<file path="config.mk">
export PLATFORM = sky130hd
export DESIGN_NAME = mem_arbiter
export DESIGN_NICKNAME = d
export VERILOG_FILES = /design/src/rtl/mem_arbiter_pkg.sv /design/src/rtl/mem_arbiter_arb_timer.sv /design/src/rtl/mem_arbiter.sv
export SDC_FILE = /design/constraint.sdc
export NUM_CORES = 1
export LEC_CHECK = 0
export BUFFER_PORTS_ARGS = -buffer_cell sky130_fd_sc_hd__buf_4
export CAP_MARGIN = 5
export CORE_AREA = 2 2 109 111
export DETAILED_ROUTE_END_ITERATION = 16
export DIE_AREA = 0 0 111 113
export PLACE_DENSITY = 0.72
export SLEW_MARGIN = 20
export SYNTH_ARGS = -nofsm -noshare
export SYNTH_HDL_FRONTEND = slang
export SYNTH_SLANG_ARGS = --single-unit
export TNS_END_PERCENT = 1
</file>
<file path="constraint.sdc">
create_clock -name clk -period 2.1 [get_ports clk]
set_input_delay 0.42 -clock clk [delete_from_list [all_inputs] [get_ports clk]]
set_output_delay 0.42 -clock clk [all_outputs]
set_load 0.05 [all_outputs]
</file>
<file path="src/rtl/mem_arbiter_pkg.sv">
// Shared types for mem_arbiter: FSM state and grant encodings, bus field widths,
// and the packed bundle of latched bus request fields.
// No ports; import with "import mem_arbiter_pkg::*;".
package mem_arbiter_pkg;

  localparam int RegBus      = 32;
  localparam int ArbStateBus = 2;

  typedef enum logic [ArbStateBus-1:0] {
    ArbIdle    = 2'd0,
    ArbIfBusy  = 2'd1,
    ArbMemBusy = 2'd2
  } arb_state_e;

  typedef enum logic {
    GrantIf  = 1'b0,
    GrantMem = 1'b1
  } grant_e;

  // Fields presented on the memory bus for the transaction in flight.
  typedef struct packed {
    logic              we;
    logic [3:0]        sel;
    logic [RegBus-1:0] addr;
    logic [RegBus-1:0] wdata;
  } bus_fields_t;

  localparam logic [3:0] SelAll = 4'b1111;

endpackage

</file>
<file path="src/rtl/mem_arbiter_arb_timer.sv">
// Busy-cycle counter for mem_arbiter; raises timeout_o in the busy cycle whose
// count equals TIMEOUT_CYCLES-1. Latency: timeout_o is combinational from the count.
// Backpressure: none; clear_i restarts the count on every new grant.
// Ports: clk, rst (sync, active-high), clear_i (grant), busy_i (FSM busy), timeout_o.
module arb_timer #(
  parameter int TIMEOUT_CYCLES = 256
) (
  input  logic clk,
  input  logic rst,
  input  logic clear_i,
  input  logic busy_i,
  output logic timeout_o
);

  localparam int              CntW    = (TIMEOUT_CYCLES > 1) ? $clog2(TIMEOUT_CYCLES) : 1;
  localparam logic [CntW-1:0] CntLast = CntW'(TIMEOUT_CYCLES - 1);

  logic [CntW-1:0] cnt_q, cnt_d;

  // Count holds at its last value; the FSM leaves BUSY in that same cycle.
  always_comb begin
    cnt_d = cnt_q;
    if (clear_i) begin
      cnt_d = '0;
    end else if (busy_i && (cnt_q != CntLast)) begin
      cnt_d = cnt_q + 1'b1;
    end
  end

  always_ff @(posedge clk) begin
    if (rst) begin
      cnt_q <= '0;
    end else begin
      cnt_q <= cnt_d;
    end
  end

  assign timeout_o = busy_i && (cnt_q == CntLast);

endmodule

</file>
<file path="src/rtl/mem_arbiter.sv">
// Shares one single-port memory bus between the fetch port (if_*) and the data
// port (mem_*). Latency: grant registered in IDLE, bus_req_o the next cycle, ack
// combinational with bus_ack_i. Backpressure: a waiting requester holds its
// request and sees stallreq_o until acked; the slave stretches via bus_ack_i.
// Ports: clk/rst, if_* fetch requester, mem_* data requester, bus_* memory side,
// stallreq_o to pipeline control.
// Optional: define MEM_ARB_TIMEOUT_EN to abort transfers after TIMEOUT_CYCLES
// busy cycles without bus_ack_i (owner gets ack with err set, data 0).
module mem_arbiter
  import mem_arbiter_pkg::*;
#(
  parameter int TIMEOUT_CYCLES = 256
) (
  input  logic              clk,
  input  logic              rst,
  input  logic              if_req_i,
  input  logic [RegBus-1:0] if_addr_i,
  output logic [RegBus-1:0] if_data_o,
  output logic              if_ack_o,
  output logic              if_err_o,
  input  logic              mem_req_i,
  input  logic              mem_we_i,
  input  logic [3:0]        mem_sel_i,
  input  logic [RegBus-1:0] mem_addr_i,
  input  logic [RegBus-1:0] mem_wdata_i,
  output logic [RegBus-1:0] mem_rdata_o,
  output logic              mem_ack_o,
  output logic              mem_err_o,
  output logic              bus_req_o,
  output logic              bus_we_o,
  output logic [3:0]        bus_sel_o,
  output logic [RegBus-1:0] bus_addr_o,
  output logic [RegBus-1:0] bus_wdata_o,
  input  logic [RegBus-1:0] bus_rdata_i,
  input  logic              bus_ack_i,
  output logic              stallreq_o
);

  arb_state_e  state_q, state_d;
  grant_e      last_grant_q, last_grant_d;
  bus_fields_t bus_q, bus_d;

  logic grant_if, grant_mem;
  logic busy;
  logic timeout;
  logic done;

  assign busy = (state_q != ArbIdle);

  // Under contention the requester that did not win last time gets the bus.
  assign grant_mem = (state_q == ArbIdle) && mem_req_i &&
                     (!if_req_i || (last_grant_q == GrantIf));
  assign grant_if  = (state_q == ArbIdle) && if_req_i && !grant_mem;

`ifdef MEM_ARB_TIMEOUT_EN
  arb_timer #(
    .TIMEOUT_CYCLES(TIMEOUT_CYCLES)
  ) u_arb_timer (
    .clk      (clk),
    .rst      (rst),
    .clear_i  (grant_if || grant_mem),
    .busy_i   (busy),
    .timeout_o(timeout)
  );
`else
  // The budget only sizes the timer; without it the arbiter waits on the slave.
  if (TIMEOUT_CYCLES < 1) begin : g_no_budget
  end
  assign timeout = 1'b0;
`endif

  // A transfer interrupted by reset completes silently.
  assign done = busy && !rst && (bus_ack_i || timeout);

  // State register.
  always_ff @(posedge clk) begin
    if (rst) begin
      state_q      <= ArbIdle;
      last_grant_q <= GrantIf;
      bus_q        <= '0;
    end else begin
      state_q      <= state_d;
      last_grant_q <= last_grant_d;
      bus_q        <= bus_d;
    end
  end

  // Next-state logic; bus fields are captured only at grant and held while busy.
  always_comb begin
    state_d      = state_q;
    last_grant_d = last_grant_q;
    bus_d        = bus_q;
    case (state_q)
      ArbIdle: begin
        if (grant_mem) begin
          state_d = ArbMemBusy;
          bus_d   = '{we: mem_we_i, sel: mem_sel_i, addr: mem_addr_i, wdata: mem_wdata_i};
        end else if (grant_if) begin
          state_d = ArbIfBusy;
          bus_d   = '{we: 1'b0, sel: SelAll, addr: if_addr_i, wdata: '0};
        end
      end
      ArbIfBusy: begin
        if (done) begin
          state_d      = ArbIdle;
          last_grant_d = GrantIf;
        end
      end
      ArbMemBusy: begin
        if (done) begin
          state_d      = ArbIdle;
          last_grant_d = GrantMem;
        end
      end
      default: state_d = ArbIdle;
    endcase
  end

  // Outputs. done without bus_ack_i can only be a timeout abort.
  always_comb begin
    if_ack_o    = 1'b0;
    if_err_o    = 1'b0;
    if_data_o   = '0;
    mem_ack_o   = 1'b0;
    mem_err_o   = 1'b0;
    mem_rdata_o = '0;
    case (state_q)
      ArbIfBusy: begin
        if_ack_o  = done;
        if_err_o  = done && !bus_ack_i;
        if_data_o = (done && bus_ack_i) ? bus_rdata_i : '0;
      end
      ArbMemBusy: begin
        mem_ack_o   = done;
        mem_err_o   = done && !bus_ack_i;
        mem_rdata_o = (done && bus_ack_i) ? bus_rdata_i : '0;
      end
      default: ;
    endcase
  end

  assign bus_req_o   = busy;
  assign bus_we_o    = bus_q.we;
  assign bus_sel_o   = bus_q.sel;
  assign bus_addr_o  = bus_q.addr;
  assign bus_wdata_o = bus_q.wdata;

  assign stallreq_o = (if_req_i && !if_ack_o) || (mem_req_i && !mem_ack_o);

endmodule

</file>
==> Flow_metrics.wiki <==
{| class="wikitable"
! Metric !! Value
|-
| Outcome || finished with violations
|-
| Violated checks || negative setup slack
|-
| Final-layout setup total negative slack || -4530 ps
|-
| Worst path buffer plus inverter count || 4
|-
| Worst-case clock skew || 9.24 ps
|-
| Total half-perimeter wirelength after legalization and detailed placement || 9620 µm
|-
| F_max || 452 MHz
|-
| Std-Cell Rows || 39
|-
| Routability Congestion || 0.873
|-
| First-pass GRT wire length || between 20000 and 25000 µm
|-
| Vert. Die Dim || 113 µm
|-
| Sw Pwr || 4.69 mW
|-
| Leakage power || 3.10 nW
|-
| Total via count after detailed routing || 4402
|-
| Startpoint of the tightest hold check path || mem_wdata_i[4]
|-
| Final period demand of the worst path || 2210 ps
|-
| Critical Path Source || state_q[1]
|-
| Synth Instances || 421
|-
| Net Sw Frac || 50.2%
|-
| Cts bufs inserted || 9
|-
| Worst Reg-to-Reg Cells || 7
|-
| Met3 wirelength from detailed routing || 1160 µm
|-
| Type of element capturing the critical path || primary output
|-
| Highest routed metal layer || met4
|-
| Detail-routed net length per standard cell || 17.2 µm
|-
| Category of the worst setup path launch point || register
|-
| Total inserted antenna cells || 0
|-
| Portion of the post-synthesis area used by sequential elements || 41.3%
|-
| Global-route total usage across every layer || 21.0%
|-
| Die Footprint || 12500 µm²
|-
| Vias in the first global route || 4206
|-
| List of cells traversed by the critical path || inv_2 > ha_4 > nor3b_4 > buf_4 > buf_16 > and3_1 > buf_6
|-
| Arrival time at the worst endpoint || 1790 ps
|-
| Number of DRC violations after detailed-routing iteration 0 || 408
|-
| Number of top-level pins || between 200 and 300
|-
| Detail-routed via count per cell || about 5.3
|-
| Hold Path Class || in2reg
|-
| Sequential power share || 23.0%
|-
| Post-synth EDFFs || 0
|-
| Total power per unit cell area || 1480 nW/µm²
|-
| Pin count of the biggest net entering global routing || 43
|-
| Count of clock tree sinks || 72
|-
| Proportion of layout cells with a drive suffix above 1 || 47.9%
|-
| Antenna violations before repair || 0
|-
| Number of nets in the layout || 818
|-
| Count of cell types in the netlist || 30
|-
| Cell with the biggest individual delay on the critical path || sky130_fd_sc_hd__dfxtp_2
|-
| Placed cell count || approximately 800
|-
| Power share of the combinational group || ~60%
|-
| DIE WIDTH || approximately 110 µm
|-
| CTS tree || done
|-
| Clock insertion delay at the later pin of the skew report || roughly 320 ps
|-
| Number of search-and-repair iterations in the first detailed-routing pass || 5
|-
| RSZ-0062 raised after global routing || true
|-
| Startpoint of the worst register-to-register path || state_q[1]
|-
| Final Hold Vio Count || 0
|-
| Required arrival time at the worst endpoint || 1680 ps
|-
| Core ar. || 11300 µm²
|-
| Post-route fraction of the period consumed by the critical path || 105%
|-
| Critical Path Max Stage Delay || 340 ps
|-
| Async SR Flop Fraction || 0%
|-
| Sum of routed wire segments on met1 || 5750 µm
|-
| CP top delay family || buffers and inverters
|-
| Yosys reg bits || between 70 and 80
|-
| Number of remaining DRC errors || 0
|-
| Worst voltage drop across the vdd grid || 0.00115 V
|-
| Levels on crit path || 7
|-
| Number of max-slew violations in the final report || 0
|-
| Root Driver || sky130_fd_sc_hd__clkbuf_16
|-
| Hold depth || 3
|-
| Area of the mapped netlist || 3490 µm²
|-
| Final Routed Wirelength || between 10000 and 15000 µm
|-
| Met2 wire length || 7070 µm
|-
| Quantity of I/O buffers inserted on ports || 274
|-
| Top_reg_cell synth || sky130_fd_sc_hd__dfxtp_1
|-
| Post-CTS Hold Buffers || 0
|-
| Final number of setup-violating endpoints || 67
|-
| Fin cells || ~800
|-
| Number of routed nets with antenna violations || 0
|-
| CTS clk-pin slew, worst paths || 60 ps
|-
| Setup WS post-layout || -110 ps
|-
| Internal power || 4.66 mW
|-
| Total of max-cap violations || 0
|-
| CP Max Fanout || 19
|-
| Maximum count of clock buffers along a single path || 2
|-
| H-tree lvl count || 3
|-
| Area added between synthesis and finish || 80.6%
|-
| Total overflow reported by the global router || 0
|-
| Yosys warning total || 0
|-
| Tightest Pin Transition || 588 ps
|-
| Clock power frac || 16.6%
|-
| Kind of critical path || reg2out
|-
| Average cell area after synthesis || 8.29 µm²
|-
| Layout fillers || approximately 1000
|-
| Starting Density || 31.0%
|-
| Slew headroom || 60.8%
|}
-- synth_stat cells (2+ instances only) --
cell type	count	area share, %
sky130_fd_sc_hd__nand2_1	3	0.32
sky130_fd_sc_hd__inv_1	6	0.64
sky130_fd_sc_hd__a32oi_1	33	8.3
sky130_fd_sc_hd__o221a_1	4	1.3
sky130_fd_sc_hd__o21ai_0	65	9.3
sky130_fd_sc_hd__a31oi_1	33	5.9
sky130_fd_sc_hd__clkbuf_2	6	0.86
sky130_fd_sc_hd__buf_6	2	0.64
sky130_fd_sc_hd__buf_4	9	1.9
sky130_fd_sc_hd__ha_1	4	1.4
sky130_fd_sc_hd__dfxtp_1	72	41
sky130_fd_sc_hd__buf_2	17	2.4
sky130_fd_sc_hd__and2_1	3	0.54
sky130_fd_sc_hd__nor2_1	33	3.5
sky130_fd_sc_hd__and3_1	64	11
sky130_fd_sc_hd__nand3_1	35	5.0
sky130_fd_sc_hd__clkbuf_1	19	2.0
-- cell type report --
type,instances,area (µm²),area share [%]
clock inverters,4,53.8,0.853
inverters,6,25.0,0.397
repair buffers,297,2550,40.5
clock buffers,11,253,4.01
flip-flops and latches,72,1440,22.9
multi-input cells,290,1800,28.6
well taps,143,179,2.84
-- routing by layer --
layer	up-vias	GRT usage, %
met5	-	0
met4	0	5.50
met3	18	6.48
met2	213	35.1
met1	2095	26.5
li1	2076	-
-- timing repair --
item                       in CTS  in global routing
pin swaps                       2                  2
gates resized for setup        76                  6
setup endpoints to repair      67                 67
gates cloned                    1                  0
buffers inserted                3                  1
-- worst paths after layout --
path | slack [ps] | end
setup / recovery | -110 | mem_rdata_o[23]
hold / removal | 350 | bus_wdata_o[4]
setup reg to reg | 310 | bus_addr_o[24]
hold reg to reg | 490 | bus_wdata_o[25]
-- tightest hold or removal path: stages --
cell and delay, ps:
sky130_fd_sc_hd__buf_4 70, sky130_fd_sc_hd__a32oi_1 70, sky130_fd_sc_hd__nor2_1 70
-- through the flow --
step / util [%] / setup slack [ps] / power, mW / hold slack, ps / instance area (µm²)
2_1_floorplan: - / -14.0 / 6.00 / 452 / 3510
3_3_place_gp: 50.1 / 145 / 7.52 / 466 / 5650
3_5_place_dp: 50.1 / 92.8 / 7.63 / 476 / 5650
4_1_cts: 55.7 / -108 / 9.35 / 338 / 6280
5_1_grt: 55.9 / -195 / 9.86 / 349 / 6310
6_report: 55.9 / -110 / 9.35 / 351 / 6310
-- registers in the layout (all words and copies together), names as in the netlist --
| signal | count |
|---|---|
| bus_we_o | 1 |
| bus_addr_o | 32 |
| bus_wdata_o | 32 |
| state_q | 2 |
| last_grant_q | 1 |
| bus_sel_o | 4 |
-- logic make-up (layout without fill, tap and decap cells) --
family | Yosys count | after routing | synth area share, %
AOI/OAI and AO/OA | 142 | 142 | 26.5
adders and majority gates | 4 | 4 | 1.43
buffers and inverters | 60 | 318 | 8.67
DFF | 72 | 72 | 41.3
muxes | 1 | 1 | 0.287
other | 1 | 2 | 0.107
and+or+nand+nor | 141 | 141 | 21.7
-- cells in the final DEF (no fill, tap or decap), drive strengths merged, types with 2 or more instances in the layout --
cell / count
a31oi: 33
a32oi: 33
and2: 3
and3: 64
buf: 297
clkbuf: 11
clkinvlp: 2
conb: 2
dfxtp: 72
ha: 4
inv: 6
nand2: 3
nand3: 35
nor2: 33
o21ai: 65
o221a: 4
-- power by group through the flow --
stage               registers [mW]  clock network [mW]  logic (mW)
floorplan                     3.78                   0        2.22
global placement              2.14                   0        5.38
detailed placement            2.16                   0        5.47
CTS                           2.14                1.60        5.61
global route                  2.20                1.66        6.00
finish                        2.15                1.55        5.65
Power figures use the tool's default switching activity.
